===== src/rtl/gated_edge_counter_if.sv =====
// Bus bundle for gated_edge_counter: pulse input, run/mode controls and measurement outputs.
// master drives controls and data_in; slave is the counter itself.
interface gated_edge_counter_if #(
    parameter int unsigned CNT_W = 16,
    parameter int unsigned LED_W = 4
);
    logic             en;
    logic [1:0]       mode;
    logic             data_in;
    logic             edge_pulse;
    logic [CNT_W-1:0] count_live;
    logic [CNT_W-1:0] result;
    logic             overflow;
    logic             result_valid;
    logic [LED_W-1:0] LED;
    logic             clk_out;

    modport master (
        output en, mode, data_in,
        input  edge_pulse, count_live, result, overflow, result_valid, LED, clk_out
    );

    modport slave (
        input  en, mode, data_in,
        output edge_pulse, count_live, result, overflow, result_valid, LED, clk_out
    );
endinterface


===== src/rtl/gated_edge_counter.sv =====
// Gated edge counter: counts selected data_in edges over GATE_CYCLES-clock windows.
// Optional macro COUNT_SAT_EN makes the window count saturate instead of wrap.
module gated_edge_counter #(
    parameter int unsigned CNT_W       = 16,
    parameter int unsigned GATE_CYCLES = 1000,
    parameter int unsigned SYNC_STAGES = 2,
    parameter int unsigned LED_W       = 4,
    parameter int unsigned DIV_HALF    = 1
) (
    input logic                  pll_inst1_CLKOUT0,
    input logic                  rst,
    gated_edge_counter_if.slave  bus
);
    localparam int unsigned GATE_W = (GATE_CYCLES > 2) ? $clog2(GATE_CYCLES) : 1;
    localparam int unsigned DIV_W  = (DIV_HALF > 1) ? $clog2(DIV_HALF) : 1;

    typedef enum logic [1:0] {StIdle, StCount, StLatch} state_t;

    logic clk;
    assign clk = pll_inst1_CLKOUT0;

    logic [SYNC_STAGES-1:0] sync_q;
    logic                   s_q, prev_q, edge_pulse_q;
    logic                   rise, fall, edge_sel;

    state_t            state_q;
    logic [GATE_W-1:0] gate_q;
    logic [CNT_W-1:0]  count_q, result_q;
    logic              window_ovf_q, overflow_q, result_valid_q;

    logic [CNT_W:0]    sum_wide;
    logic [CNT_W-1:0]  sum;
    logic              carry;

    logic [DIV_W-1:0]  div_q;
    logic              clk_out_q;

    assign rise = s_q & ~prev_q;
    assign fall = ~s_q & prev_q;

    always_comb begin
        edge_sel = 1'b0;
        case (bus.mode)
            2'b00:   edge_sel = rise;
            2'b01:   edge_sel = fall;
            2'b10:   edge_sel = rise | fall;
            default: edge_sel = 1'b0;
        endcase
    end

    // Synchroniser output is re-registered so edge_pulse lands SYNC_STAGES+1 clocks after capture.
    always_ff @(posedge clk or posedge rst) begin
        if (rst) begin
            sync_q       <= '0;
            s_q          <= 1'b0;
            prev_q       <= 1'b0;
            edge_pulse_q <= 1'b0;
        end else begin
            sync_q       <= {sync_q[SYNC_STAGES-2:0], bus.data_in};
            s_q          <= sync_q[SYNC_STAGES-1];
            prev_q       <= s_q;
            edge_pulse_q <= edge_sel;
        end
    end

    always_comb begin
        sum_wide = {1'b0, count_q} + {{CNT_W{1'b0}}, edge_pulse_q};
        carry    = sum_wide[CNT_W];
`ifdef COUNT_SAT_EN
        sum      = carry ? {CNT_W{1'b1}} : sum_wide[CNT_W-1:0];
`else
        sum      = sum_wide[CNT_W-1:0];
`endif
    end

    always_ff @(posedge clk or posedge rst) begin
        if (rst) begin
            state_q        <= StIdle;
            gate_q         <= '0;
            count_q        <= '0;
            window_ovf_q   <= 1'b0;
            result_q       <= '0;
            overflow_q     <= 1'b0;
            result_valid_q <= 1'b0;
        end else begin
            result_valid_q <= 1'b0;
            if (!bus.en) begin
                state_q      <= StIdle;
                gate_q       <= '0;
                count_q      <= '0;
                window_ovf_q <= 1'b0;
            end else begin
                unique case (state_q)
                    StIdle: state_q <= StCount;
                    StCount: begin
                        gate_q  <= gate_q + GATE_W'(1);
                        count_q <= sum;
                        if (carry) window_ovf_q <= 1'b1;
                        if (gate_q == GATE_W'(GATE_CYCLES - 2)) state_q <= StLatch;
                    end
                    // Closing-cycle edge goes into this window's total, not the next one.
                    StLatch: begin
                        result_q       <= sum;
                        overflow_q     <= window_ovf_q | carry;
                        result_valid_q <= 1'b1;
                        gate_q         <= '0;
                        count_q        <= '0;
                        window_ovf_q   <= 1'b0;
                        state_q        <= StCount;
                    end
                    default: state_q <= StIdle;
                endcase
            end
        end
    end

    always_ff @(posedge clk or posedge rst) begin
        if (rst) begin
            div_q     <= '0;
            clk_out_q <= 1'b0;
        end else if (div_q == DIV_W'(DIV_HALF - 1)) begin
            div_q     <= '0;
            clk_out_q <= ~clk_out_q;
        end else begin
            div_q     <= div_q + DIV_W'(1);
        end
    end

    assign bus.edge_pulse   = edge_pulse_q;
    assign bus.count_live   = count_q;
    assign bus.result       = result_q;
    assign bus.overflow     = overflow_q;
    assign bus.result_valid = result_valid_q;
    assign bus.LED          = ~result_q[LED_W-1:0];
    assign bus.clk_out      = clk_out_q;
endmodule


===== src/flat_wrapper.sv =====
// flat-port wrapper written by rule: the top's interface ports become plain ports
module gated_edge_counter_flat 
#(
    parameter int unsigned CNT_W       = 16,
    parameter int unsigned GATE_CYCLES = 1000,
    parameter int unsigned SYNC_STAGES = 2,
    parameter int unsigned LED_W       = 4,
    parameter int unsigned DIV_HALF    = 1
)
  (pll_inst1_CLKOUT0, rst, bus_en, bus_mode, bus_data_in, bus_edge_pulse, bus_count_live, bus_result, bus_overflow, bus_result_valid, bus_LED, bus_clk_out);
  gated_edge_counter_if #(.CNT_W(CNT_W), .LED_W(LED_W)) bus_i ();
  input logic pll_inst1_CLKOUT0;
  input logic rst;
  input wire logic [$bits(bus_i.en)-1:0] bus_en;
  input wire logic [$bits(bus_i.mode)-1:0] bus_mode;
  input wire logic [$bits(bus_i.data_in)-1:0] bus_data_in;
  output wire logic [$bits(bus_i.edge_pulse)-1:0] bus_edge_pulse;
  output wire logic [$bits(bus_i.count_live)-1:0] bus_count_live;
  output wire logic [$bits(bus_i.result)-1:0] bus_result;
  output wire logic [$bits(bus_i.overflow)-1:0] bus_overflow;
  output wire logic [$bits(bus_i.result_valid)-1:0] bus_result_valid;
  output wire logic [$bits(bus_i.LED)-1:0] bus_LED;
  output wire logic [$bits(bus_i.clk_out)-1:0] bus_clk_out;
  assign bus_i.en = bus_en;
  assign bus_i.mode = bus_mode;
  assign bus_i.data_in = bus_data_in;
  assign bus_edge_pulse = bus_i.edge_pulse;
  assign bus_count_live = bus_i.count_live;
  assign bus_result = bus_i.result;
  assign bus_overflow = bus_i.overflow;
  assign bus_result_valid = bus_i.result_valid;
  assign bus_LED = bus_i.LED;
  assign bus_clk_out = bus_i.clk_out;
  gated_edge_counter #(.CNT_W(CNT_W), .GATE_CYCLES(GATE_CYCLES), .SYNC_STAGES(SYNC_STAGES), .LED_W(LED_W), .DIV_HALF(DIV_HALF)) u_core (.pll_inst1_CLKOUT0(pll_inst1_CLKOUT0), .rst(rst), .bus(bus_i));
endmodule

===== config.mk =====
export PLATFORM = sky130hd
export DESIGN_NAME = gated_edge_counter_flat
export DESIGN_NICKNAME = d
export VERILOG_FILES = /design/src/rtl/gated_edge_counter_if.sv /design/src/rtl/gated_edge_counter.sv /design/src/flat_wrapper.sv
export SDC_FILE = /design/constraint.sdc
export NUM_CORES = 1
export LEC_CHECK = 0
export ABC_CLOCK_PERIOD_IN_PS = 2600
export CORE_MARGIN = 5
export CORE_UTILIZATION = 50
export CTS_CLUSTER_SIZE = 20
export DETAILED_ROUTE_END_ITERATION = 6
export PLACE_DENSITY = 0.82
export SETUP_SLACK_MARGIN = 0.3
export SLEW_MARGIN = 0
export SYNTH_ARGS = -nofsm -noshare
export SYNTH_HDL_FRONTEND = slang
export SYNTH_SLANG_ARGS = --single-unit

===== constraint.sdc =====
create_clock -name pll_inst1_CLKOUT0 -period 2.6 [get_ports pll_inst1_CLKOUT0]
set_input_delay 0.52 -clock pll_inst1_CLKOUT0 [delete_from_list [all_inputs] [get_ports pll_inst1_CLKOUT0]]
set_output_delay 0.52 -clock pll_inst1_CLKOUT0 [all_outputs]
set_load 0.02 [all_outputs]

==> results_dict.tcl <==
set metrics [dict create \
    cts-root-to-sink-buffers 2 \
    yosys_most_used_dff "dfrtp_1" \
    maxClockFrequency_mhz 483 \
    gp_congestion 0.839 \
    worst_hold_path.endpoint "u_core.sync_q[1]$_DFF_PP0_" \
    status "completed" \
    syn_nets 286 \
    synth_seq_cells 53 \
    chipHeight_um 83.6 \
    worst-r2r-setup-slack_ps 750 \
    cts_sinks 53 \
    synthCells 274 \
    ctsHoldBuffers 0 \
    pin_count_of_the_biggest_net_entering_global_routing 54 \
    required_time_at_the_worst_slack_endpoint_ps 2080 \
    worst_clock_skew_ps 6.60 \
    critical_path.startpoint_type "flip-flop" \
    maxCapViolCount 0 \
    cts_tree "yes" \
    inserted_diodes 0 \
    rr_endpoint "u_core.bus.count_live[14]$_DFFE_PP0P_" \
    final_cell_mix "dfrtp_1 (53), clkdlybuf4s50_1 (45), nand2_1 (34), o21ai_0 (34), nand3_1 (12)" \
    layout_commonest_cell "dfrtp_1" \
    cell_class_contributing_the_biggest_share_of_worst_path_delay "buffers and inverters" \
    cp.buffers_inverters 1 \
    grt_pass1_vias 1929 \
    clock_tree.htree_level_count 2 \
    setup_total_negative_slack_ps 0 \
    worst-setup-path-type "flip-flop to output port" \
    groute.usage.overall 0.162 \
    worst_path_largest_cell_delay_ps 680 \
    reg2reg_from "u_core.bus.count_live[0]$_DFFE_PP0P_" \
    drt.antenna.violating_nets 0 \
    worstHoldStart "u_core.sync_q[0]$_DFF_PP0_" \
    drc 0 \
    cts_post_setup_buffers_inserted 0 \
    power_per_cell_area_nw_per_um2 428 \
    worstHoldPathCells 0 \
    final_max_slew_viol_count 0 \
    die_ar_sq_um 6990 \
    fraction_of_the_cycle_the_final_worst_path_needs 0.796 \
    timing.hold.worst.class "flip-flop to flip-flop" \
    io-pin-count 46 \
    area_growth_pct 21.3 \
    drt_first_iter_violations 147 \
    worstSkewPairLatency_ps 310 \
    power.total_mw 1.41 \
    cts_repair_resize_count 0 \
    post-route-min-period_ps 2070 \
    crit_fanout 10 \
    synth_warnings 0 \
    timing.critical_path.arrival_ps 1550 \
    rsz_0062_raised_after_global_routing "no" \
    std_cell_rows 26 \
    antenna_found_initial 0 \
    first_pass_iters 4 \
    final_hold_viol_count 0 \
    worst_ir_drop_vdd_mv 0.254 \
    rr_worst_depth 5 \
    route.vias.total 2103 \
    worst-slew-pin-transition_ps 646 \
    critical_path_end_type "output port" \
    layout.filler_cells 402 \
    pre_cts_ws_ps 528 \
    synth-seq-area-share 0.490 \
    hpwl_um 3940 \
    clkTransAtPathRegs_ps 100 \
    first_pass_grt_wire_length_um 9410 \
    io_buffers 45 \
    postLayoutCoreUtil 0.635 \
    grt_overflow_total 0 \
    setup-violations-final 0 \
    worst_slew_margin_rel 0.569 \
    synthArstFlopShare 1.00 \
    core-area_sq_um 5170 \
    clock_root_buffer_master "clkbuf_8" \
    final.setup.worst_slack_ps 529 \
    netlist_area_sq_um 2710 \
    die_w_um 83.6 \
    wl_per_cell_um 14.1 \
    synth_enable_flop_cells 0 \
    numCtsBuffers 5 \
    cp_slowest_cell "clkdlybuf4s50_1" \
    post_synth_num_cell_types 43 \
    syn_area_per_cell_sq_um 9.89 \
    initial_core_util 0.524 \
    avgViaCountPerCell 5.41 \
    cp_cell_sequence "clkdlybuf4s50_1" \
    wire_length_reported_by_the_detailed_router_um 5470 \
    final_layout_size_suffix_gt1_frac 0.0784 \
    power_leakage_nw 1.43 \
    layout.nets 331 \
]
==> cells in the mapped netlist, drive strengths merged, types with 2 or more instances <==
cell type,instances,share of area
clkbuf,8,0.023
nor3,4,0.011
and3,6,0.014
a22o,4,0.013
nand2,34,0.047
a31oi,6,0.014
xor2,7,0.023
nand2b,6,0.014
nand3,12,0.022
nand3b,4,0.011
dfrtp,53,0.49
o21ai,44,0.084
nor4,6,0.027
inv,12,0.017
xnor2,8,0.026
or3,2,0.0046
nor2,8,0.011
ha,6,0.028
nor3b,2,0.0055
o31ai,6,0.017
a21oi,8,0.015
nand4,8,0.030
buf,6,0.016
and2,5,0.012
==> layer usage <==
metal  GRT usage  part of all wire  up-vias
met5           0                 0        -
met4      0.0570             0.012        0
met3      0.0286             0.051        6
met2       0.270              0.50       47
met1       0.211              0.44      990
li1            -                 -     1060
==> state kept, by name, indices dropped and copies added (netlist names) <==
register,flops
u_core.bus.overflow,1
u_core.sync_q,2
u_core.gate_q,10
u_core.state_q,2
u_core.bus.edge_pulse,1
u_core.bus.result,16
u_core.bus.result_valid,1
u_core.prev_q,1
u_core.window_ovf_q,1
u_core.bus.clk_out,1
u_core.bus.count_live,16
u_core.s_q,1
==> cell type report <==
type / count / area [sq um] / area share
Clock buffer: 6 / 82.6 / 0.0251
Clock inverter: 1 / 7.51 / 0.00228
Inverter: 12 / 45.0 / 0.0137
Multi-Input combinational cell: 195 / 1230 / 0.375
Sequential cell: 53 / 1330 / 0.404
Tap cell: 70 / 87.6 / 0.0267
Timing Repair Buffer: 52 / 503 / 0.153
==> worst max-delay path by stage <==
stage	start	end	slack, ps	depth (start not counted)
2_1_floorplan	rst	u_core.bus.clk_out$_DFF_PP0_	790	1
3_3_place_gp	bus_en	u_core.gate_q[9]$_DFFE_PP0P_	580	5
3_5_place_dp	bus_en	u_core.gate_q[9]$_DFFE_PP0P_	530	5
4_1_cts	u_core.bus.count_live[6]$_DFFE_PP0P_	bus_count_live[6]	530	1
5_1_grt	u_core.bus.count_live[1]$_DFFE_PP0P_	bus_count_live[1]	470	1
6_report	u_core.bus.count_live[6]$_DFFE_PP0P_	bus_count_live[6]	530	1
==> cell families (layout without fill, tap and decap cells) <==
family          count (synthesis)  count (layout)  share of synthesized area
compound gates                 74              74                      0.160
fa+ha+maj                       6               6                     0.0277
mux                             1               1                    0.00370
xor+xnor                       15              15                     0.0485
simple gates                   99              99                      0.216
flops                          53              53                      0.490
buf+inv                        26              71                     0.0550
==> power breakdown <==
part,switching (mW),leakage (nW),internal [mW]
registers,0.00944,0.711,0.833
clock network,0.265,0.0433,0.211
logic,0.0563,0.671,0.0333
total,0.330,1.43,1.08
==> metrics by stage <==
stage / cell area [sq um] / std cells / hold WS, ps
finish: 3290 / 389 / 360
floorplan: 2710 / 274 / 331
global route: 3290 / 389 / 371
CTS: 3290 / 389 / 363
detailed placement: 3200 / 382 / 341
global placement: 3200 / 382 / 334
Power figures use the tool's default switching activity.
